===== config.mk =====
export PLATFORM = sky130hd
export DESIGN_NAME = moore_seq_detector
export DESIGN_NICKNAME = d
export VERILOG_FILES = /design/src/rtl/seq_det_pkg.sv /design/src/rtl/seq_det_next.sv /design/src/rtl/moore_seq_detector.sv
export SDC_FILE = /design/constraint.sdc
export NUM_CORES = 1
export LEC_CHECK = 0
export BUFFER_PORTS_ARGS = -buffer_cell sky130_fd_sc_hd__buf_4
export CORE_AREA = 2 2 39 41
export DETAILED_ROUTE_END_ITERATION = 12
export DIE_AREA = 0 0 41 43
export PLACE_DENSITY = 0.52
export SLEW_MARGIN = 20
export SYNTH_ARGS = -nofsm -noshare
export SYNTH_HDL_FRONTEND = slang
export SYNTH_HIERARCHICAL = 1
export SYNTH_SLANG_ARGS = --single-unit

===== constraint.sdc =====
create_clock -name clk -period 2.1 [get_ports clk]
set_input_delay 0.21 -clock clk [delete_from_list [all_inputs] [get_ports clk]]
set_output_delay 0.21 -clock clk [all_outputs]
set_load 0.01 [all_outputs]

===== src/rtl/seq_det_pkg.sv =====
// Shared constants and elaboration-time helpers for the Moore sequence detector.
// The state-index width follows the pattern length: states S0..S_PAT_LEN.
package seq_det_pkg;

    localparam int PAT_LEN_MAX = 16;

    // Reset / idle state index.
    localparam int S0 = 0;

    function automatic int state_w(input int pat_len);
        return $clog2(pat_len + 1);
    endfunction

    // Bit 'pos' of the pattern counted from the first bit received.
    function automatic logic pat_bit(input logic [PAT_LEN_MAX-1:0] pattern,
                                     input int pat_len, input int pos);
        logic [PAT_LEN_MAX-1:0] sh;
        sh = pattern >> (pat_len - 1 - pos);
        return sh[0];
    endfunction

    // Longest suffix of (first k pattern bits, a), at most pat_len long, that is
    // also a pattern prefix. For k < pat_len and a matching, this is k+1; for
    // k == pat_len it is the overlapping KMP failure rule. Illegal k maps to S0.
    function automatic int kmp_next(input logic [PAT_LEN_MAX-1:0] pattern,
                                    input int pat_len, input int k, input logic a);
        int   best;
        int   idx;
        logic ok;
        logic sb;
        best = S0;
        if (k > pat_len) return S0;
        for (int j = 1; j <= pat_len; j++) begin
            if (j <= k + 1) begin
                ok = 1'b1;
                for (int m = 0; m < j; m++) begin
                    idx = k + 1 - j + m;
                    sb  = (idx == k) ? a : pat_bit(pattern, pat_len, idx);
                    if (sb != pat_bit(pattern, pat_len, m)) ok = 1'b0;
                end
                if (ok) best = j;
            end
        end
        return best;
    endfunction

endpackage


===== src/rtl/seq_det_next.sv =====
// Next-state rule for the detector: a lookup table per input bit, filled at
// elaboration time from the pattern, with the non-overlapping restart folded in.
module seq_det_next
    import seq_det_pkg::*;
#(
    parameter int                 PAT_LEN = 4,
    parameter logic [PAT_LEN-1:0] PATTERN = 4'b1010,
    localparam int                STATE_W = state_w(PAT_LEN)
) (
    input  logic [STATE_W-1:0] state,
    input  logic               a,
    input  logic               ovl_mode,
    output logic [STATE_W-1:0] next_state
);

    localparam int                 NUM_IDX = 1 << STATE_W;
    localparam logic [STATE_W-1:0] S_IDLE  = STATE_W'(S0);
    localparam logic [STATE_W-1:0] S_LAST  = STATE_W'(PAT_LEN);

    logic [STATE_W-1:0] nxt_a0 [NUM_IDX];
    logic [STATE_W-1:0] nxt_a1 [NUM_IDX];
    logic [STATE_W-1:0] sel_state;

    // Every encoding gets an entry; unreachable ones resolve to S0.
    for (genvar k = 0; k < NUM_IDX; k++) begin : g_tbl
        localparam int NX0 = kmp_next(PAT_LEN_MAX'(PATTERN), PAT_LEN, k, 1'b0);
        localparam int NX1 = kmp_next(PAT_LEN_MAX'(PATTERN), PAT_LEN, k, 1'b1);
        assign nxt_a0[k] = STATE_W'(NX0);
        assign nxt_a1[k] = STATE_W'(NX1);
    end

    // NOTE: every output of a combinational block gets a value on every path,
    // otherwise synthesis infers a latch to remember the old value.
    always_comb begin
        sel_state  = state;
        // Non-overlapping: after a full match the stream restarts from scratch.
        if (state == S_LAST && !ovl_mode) sel_state = S_IDLE;
        next_state = a ? nxt_a1[sel_state] : nxt_a0[sel_state];
    end

endmodule


===== src/rtl/moore_seq_detector.sv =====
// Moore serial pattern detector with overlapping/non-overlapping modes.
// Define SEQDET_MATCH_CNT_EN to build the saturating match counter.
module moore_seq_detector
    import seq_det_pkg::*;
#(
    parameter int                 PAT_LEN = 4,
    parameter logic [PAT_LEN-1:0] PATTERN = 4'b1010,
    parameter int                 CNT_W   = 8
) (
    input  logic             clk,
    input  logic             reset,
    input  logic             a,
    input  logic             en,
    input  logic             ovl_mode,
    output logic             d,
    output logic [CNT_W-1:0] match_cnt
);

    localparam int                 STATE_W = state_w(PAT_LEN);
    localparam logic [STATE_W-1:0] S_IDLE  = STATE_W'(S0);
    localparam logic [STATE_W-1:0] S_LAST  = STATE_W'(PAT_LEN);

    logic [STATE_W-1:0] state_q;
    logic [STATE_W-1:0] state_d;
    logic [STATE_W-1:0] next_state;
    logic               state_legal;

    seq_det_next #(
        .PAT_LEN (PAT_LEN),
        .PATTERN (PATTERN)
    ) u_next (
        .state      (state_q),
        .a          (a),
        .ovl_mode   (ovl_mode),
        .next_state (next_state)
    );

    always_comb begin
        state_legal = (state_q <= S_LAST);
        state_d     = state_q;
        // A corrupted encoding recovers to S0 even while sampling is paused.
        if (!state_legal)  state_d = S_IDLE;
        else if (en)       state_d = next_state;
    end

    // NOTE: sequential state uses non-blocking assignments so every flop
    // samples pre-edge values, independent of statement order.
    always_ff @(posedge clk) begin
        if (!reset) state_q <= S_IDLE;
        else        state_q <= state_d;
    end

    // Moore output: decoded from the state register alone.
    assign d = (state_q == S_LAST);

`ifdef SEQDET_MATCH_CNT_EN
    logic [CNT_W-1:0] cnt_q;
    logic [CNT_W-1:0] cnt_d;
    logic             hit;

    always_comb begin
        hit   = en && state_legal && (next_state == S_LAST);
        cnt_d = cnt_q;
        if (hit && (cnt_q != {CNT_W{1'b1}})) cnt_d = cnt_q + 1'b1;
    end

    always_ff @(posedge clk) begin
        if (!reset) cnt_q <= '0;
        else        cnt_q <= cnt_d;
    end

    assign match_cnt = cnt_q;
`else
    assign match_cnt = '0;
`endif

endmodule


Yosys cells after proc, flatten, opt, wreduce, memory -nomap -nowiden
Memory sizes are Yosys's and may differ from the RTL's.
Cells that the tools add are included.
{"block": "word_totals", "out_inout_bits": 9, "latch_bits": 0, "wordCells": 16, "register_bits": 3, "ramBits": 0, "mem_count": 2, "mem_bits_ro": 48, "inputBits": 5}
{"block": "classes", "n_reduce_logical": 3, "addsub": 0, "n_bitwise": 1, "n_eq_ne": 1, "n_mux": 6, "shifts": 0, "n_div": 0, "magnitude_cmp": 2, "n_mul": 0}
{"name": "(name not given)", "words": 8, "word_bits": 3, "rd": 1, "rd_clocked_by_memory_dff": 0, "wr": 0, "line": "seq_det_next.sv:38", "rtl": "next_state = a ? nxt_a1[sel_state] : nxt_a0[sel_state];"}
{"name": "(name not given)", "words": 8, "word_bits": 3, "rd": 1, "rd_clocked_by_memory_dff": 0, "wr": 0, "line": "seq_det_next.sv:38"}
{"operator": "3-bit 2-to-1 mux", "count": 6}
{"operator": "4-bit greater-or-equal comparator (second input constant)", "count": 1}
{"operator": "3-bit NOT with 4-bit output", "count": 1}
{"operator": "3-bit equality test (second input constant)", "count": 1}
{"operator": "3-bit less-or-equal comparator (second input constant)", "count": 1}
{"operator": "2-bit AND reduction", "count": 1}
{"operator": "1-bit logical AND", "count": 1}
{"operator": "1-bit logical NOT", "count": 1}

Longest topological paths before layout
{"block": "logic_depth", "word_depth": 8, "ltp_mapped": 5, "mapped_depth_nobuf": 5}

Hierarchy
The synthesis kept the hierarchy.
{"mod": "moore_seq_detector", "cells_per_inst": 23, "seq_area_each_um2": 60.1, "n_inst": 1, "area_each_um2": 195.2}
{"mod": "seq_det_next", "cells_per_inst": 8, "seq_area_each_um2": 0.0, "n_inst": 1, "area_each_um2": 52.6}

Worst setup path before layout
OpenSTA, ideal clock, no wires.
{"block": "synth_timing", "kind": "reg2reg", "from": "register state_q[0]", "to": "register state_q[1]", "path_buffers": 0, "stages_incl_launch_ff": 6, "t_arrival_ns": 0.909, "path_slack_ns": 1.099, "synth_period_minus_slack_ns": 1.001, "required_time_ns": 2.008, "setup_ns": 0.092, "cell_sequence": "dfxtp_1 -> inv_1 -> nor4_1 -> a31o_1 -> nand3_1 -> o32ai_1"}
{"block": "synth_between", "elab_chain_cells": 8, "elab_cells_between_ends": 13, "classes_between": "1 x order compare; 1 x eq/ne; 6 x mux; 1 x bitwise; 2 x reduce/logical; 2 x memory"}
{"item": "start: declaration", "line": "moore_seq_detector.sv:23", "rtl": "logic [STATE_W-1:0] state_q;"}
{"item": "start signal: assignment", "line": "moore_seq_detector.sv:50", "rtl": "else state_q <= state_d;"}
{"item": "3-bit equality test", "line": "seq_det_next.sv:37", "rtl": "if (state == S_LAST && !ovl_mode) sel_state = S_IDLE;"}
{"item": "1-bit logical AND", "line": "seq_det_next.sv:37"}
{"item": "3-bit 2-to-1 mux (*)", "line": "seq_det_next.sv:37"}
{"item": "3-bit NOT with 4-bit output (not written as such) (*)", "line": "seq_det_next.sv:38"}
{"item": "memory read 8 x 3 bit"}
{"item": "3-bit 2-to-1 mux (not written as such) (2 in a row)", "line": "seq_det_next.sv:38"}
{"item": "3-bit 2-to-1 mux (*)", "line": "seq_det_next.sv:38"}
{"item": "net next_state[1]", "line": "moore_seq_detector.sv:25", "rtl": "logic [STATE_W-1:0] next_state;"}
Mark *: on every way through the listed nets, which the timed path passes. The rest lies on a longest branch. The select of a mux whose other input is x is not followed.
A chain may end at the register's enable or synchronous reset.

Final worst setup path
{"block": "layout_timing", "from": "register state_q[2]", "to": "output d"}
{"block": "layout_between", "elab_chain_cells": 1}
{"item": "3-bit equality test", "line": "moore_seq_detector.sv:54", "rtl": "assign d = (state_q == S_LAST);"}
{"item": "end: declaration", "line": "moore_seq_detector.sv:15", "rtl": "output logic d,"}
Every way passes these cells.

==> results.md <==
* Status: finished clean
* IO Count at 14
* Die area at roughly 1800 um2
* Via/cell ratio at a little under 4
* Initial antenna violation count at 0
* TritonCTS clock tree: yes
* RSZ-0062 raised after global routing: no
* Post-Synthesis Cells at 31
* Top area cells in the synthesized netlist: dfxtp_1 24%, buf_4 24%, o32ai_1 7.1%, nand2_1 4.5%, mux2i_1 4.0%
* Core box area at 1384 um2
* Reg clk slew, reported paths at ~0.040 ns
* IO buf count at 5
* Clock buffer depth at 2
* PnR Total Power at 0.0001926 W
* TritonRoute pass-1 iters at 3
* Hold Slack at around 0.22 ns
* Pleak at roughly 0.12 nW
* Worst r2r path cells at 5
* Design Area, Final at a little under 300 um2
* First-pass GRT wire length at around 690 um
* CTS Buf Count at 3
* Worst Path Required at about 1.9 ns
* Largest net degree at the start of global routing at 11
* # H-tree levels at 1
* Die Y at approximately 43 um
* Worst Hold Path EP: state_q[1]
* Peak supply drop at 230.7 uV
* Logic gate share of total power at between 10 and 15%
* Std-Cell Rows at 14
* Largest Register: state_q
* Grt total ovfl at 0
* Regs by FF count: state_q: 3 flops
* Layout area overhead at 20.20%
* Sequential Power Share at between 30% and 40%
* Yosys cell types at 17
* P_sw at between 0.00004 and 0.00005 W
* Setup TNS at 0 ns
* Crit share post-route at between 60 and 70%
* Clock power share at between 50% and 60%
* Area of the multi-input gates at roughly 150 um2
* Max reg flops at 3
* Post-route clock skew at 0.003415 ns
* Postcts setup bufs at 0
* Ant. Diodes at 0
* WP data arrival at 1.08 ns
* Net Sw Frac at between 20% and 30%
* Critical path class: flop to primary output
* Maximum clock frequency at around 0.77 GHz
* Iteration-0 DRC Markers at 2
* Area share of the largest cell type after synthesis at between 20% and 30%
* Vias at roughly 220
* Most used flip-flop cell after synthesis: dfxtp_1
* Die X at slightly above 40 um
* Final #Nets at 45
* # setup viols final at 0
* Slew Limit Fails at 0
* Hold path cells at 2
* Fill cells at 155
* Total of max-cap violations at 0
* Crit path max fanout at 10
* Min-Delay Path Class: input port to flop
* Initial Util at 17.90%
* CP startpoint kind: flop
* P_int at 0.0001432 W
* FF-to-FF Start: state_q[0]
* Async S/R FF share, synth at 0%
* Top-count cell post-synth: buf_4
* Post-synthesis sequential area ratio at around a quarter
* Hold_buf cts at 0
* Routed Antenna Nets at 0
* Utilization after layout at between 20% and 30%
* Endpoints failing hold at 0
* Period minus WS final at 1.293 ns
* Routed Wire Length at approximately 420 um
* Clk sink count at 3
* Most frequent cells after synthesis: 8 x buf_4, 3 x dfxtp_1, 3 x nand2_1
* Critical Path Sink Type: primary output
* Post-cts sizing count at 0
* Per-cell routed wire length at approximately 7.7 um
* R2R Path End: state_q[1]
* Yosys warns at 6
* Share of cells above drive strength 1 at between 20% and 30%
* P per Cell Area at roughly 650 nW/um2
* Placed Area at approximately 270 um2
* Drt drc at 0
* Synthesized cell area at 247.7 um2
* Clock root cell: clkbuf_4
* Latest clock arrival within the worst-skew pair at 0.23 ns
* Yosys reg bits at 3
* Synthesized area per cell at about 8 um2
* Hold Startpoint: en
* Largest area contributor in the netlist: dfxtp_1
* Overall Global Routing Usage at ~6.4%
* EDFF count, synth at 0
* Register Area at 60.06 um2
* Number of global-route vias before repair at about 180
* Reg-to-reg slack, setup at about 0.95 ns
* Placer Congestion at around 0.65
==> cells by family after synthesis <==
kind of cell,count (synthesis),synth area share [%]
compound gates,6,17.68
buf+inv,9,25.76
flops,3,24.24
mux,1,4.041
other cells,1,1.514
simple gates,11,26.77
==> worst max path at each step <==
stage,cells past startpoint,slack [ns],from,to
after global placement,5,0.97,state_q[2],state_q[1]
after detailed placement,5,0.97,state_q[0],state_q[1]
after CTS,2,0.80,state_q[2],d
after floorplan,5,1.10,state_q[0],state_q[1]
final,2,0.81,state_q[2],d
after global routing,2,0.74,state_q[2],d
==> stage by stage <==
step / cells / worst slack, ns
after detailed placement: 51 / 0.9735
after floorplan: 38 / 1.099
final: 55 / 0.8069
after global placement: 51 / 0.9733
after CTS: 55 / 0.7951
after global routing: 55 / 0.7370
==> worst max-delay path: stages (launching register included) <==
cell and delay (ns):
dfxtp_1 0.47, nor3b_1 0.23, buf_4 0.15
==> power groups by stage <==
stage / clock network (W) / registers, W / logic (W)
after floorplan: 0 / 0.0000643 / 0.0000276
after global routing: 0.000110 / 0.0000649 / 0.0000316
final: 0.000100 / 0.0000644 / 0.0000278
after detailed placement: 0 / 0.0000653 / 0.0000276
after CTS: 0.000106 / 0.0000644 / 0.0000276
after global placement: 0 / 0.0000652 / 0.0000275
==> per-layer routing <==
metal  GRT usage [%]  vias up  share of wire [%]
li1                -      112                  -
met1           6.410       97                 44
met2           7.813        6                 48
met3           3.665        0                8.3
met4           8.000        0                  0
met5               0        -                  0
==> final cells by class <==
type / count / area share [%]
Multi-Input combinational cell: 26 / 50.42
Clock buffer: 4 / 8.824
Tap cell: 16 / 6.723
Timing Repair Buffer: 5 / 12.61
Sequential cell: 3 / 20.17
Inverter: 1 / 1.261
==> cell usage in the layout, fill, tap and decap left out <==
master	instances
and2_1	1
a31o_1	1
nor3_2	1
nor4b_1	1
o21ai_0	2
buf_4	5
conb_1	8
clkbuf_1	1
o32ai_1	2
o21a_1	1
inv_1	1
mux2i_1	1
nor3b_1	1
nand3_1	2
nor4_1	1
nor2b_1	1
nand2_1	3
dfxtp_1	3
clkbuf_4	3
No activity file was read; power rests on OpenSTA's default activity.
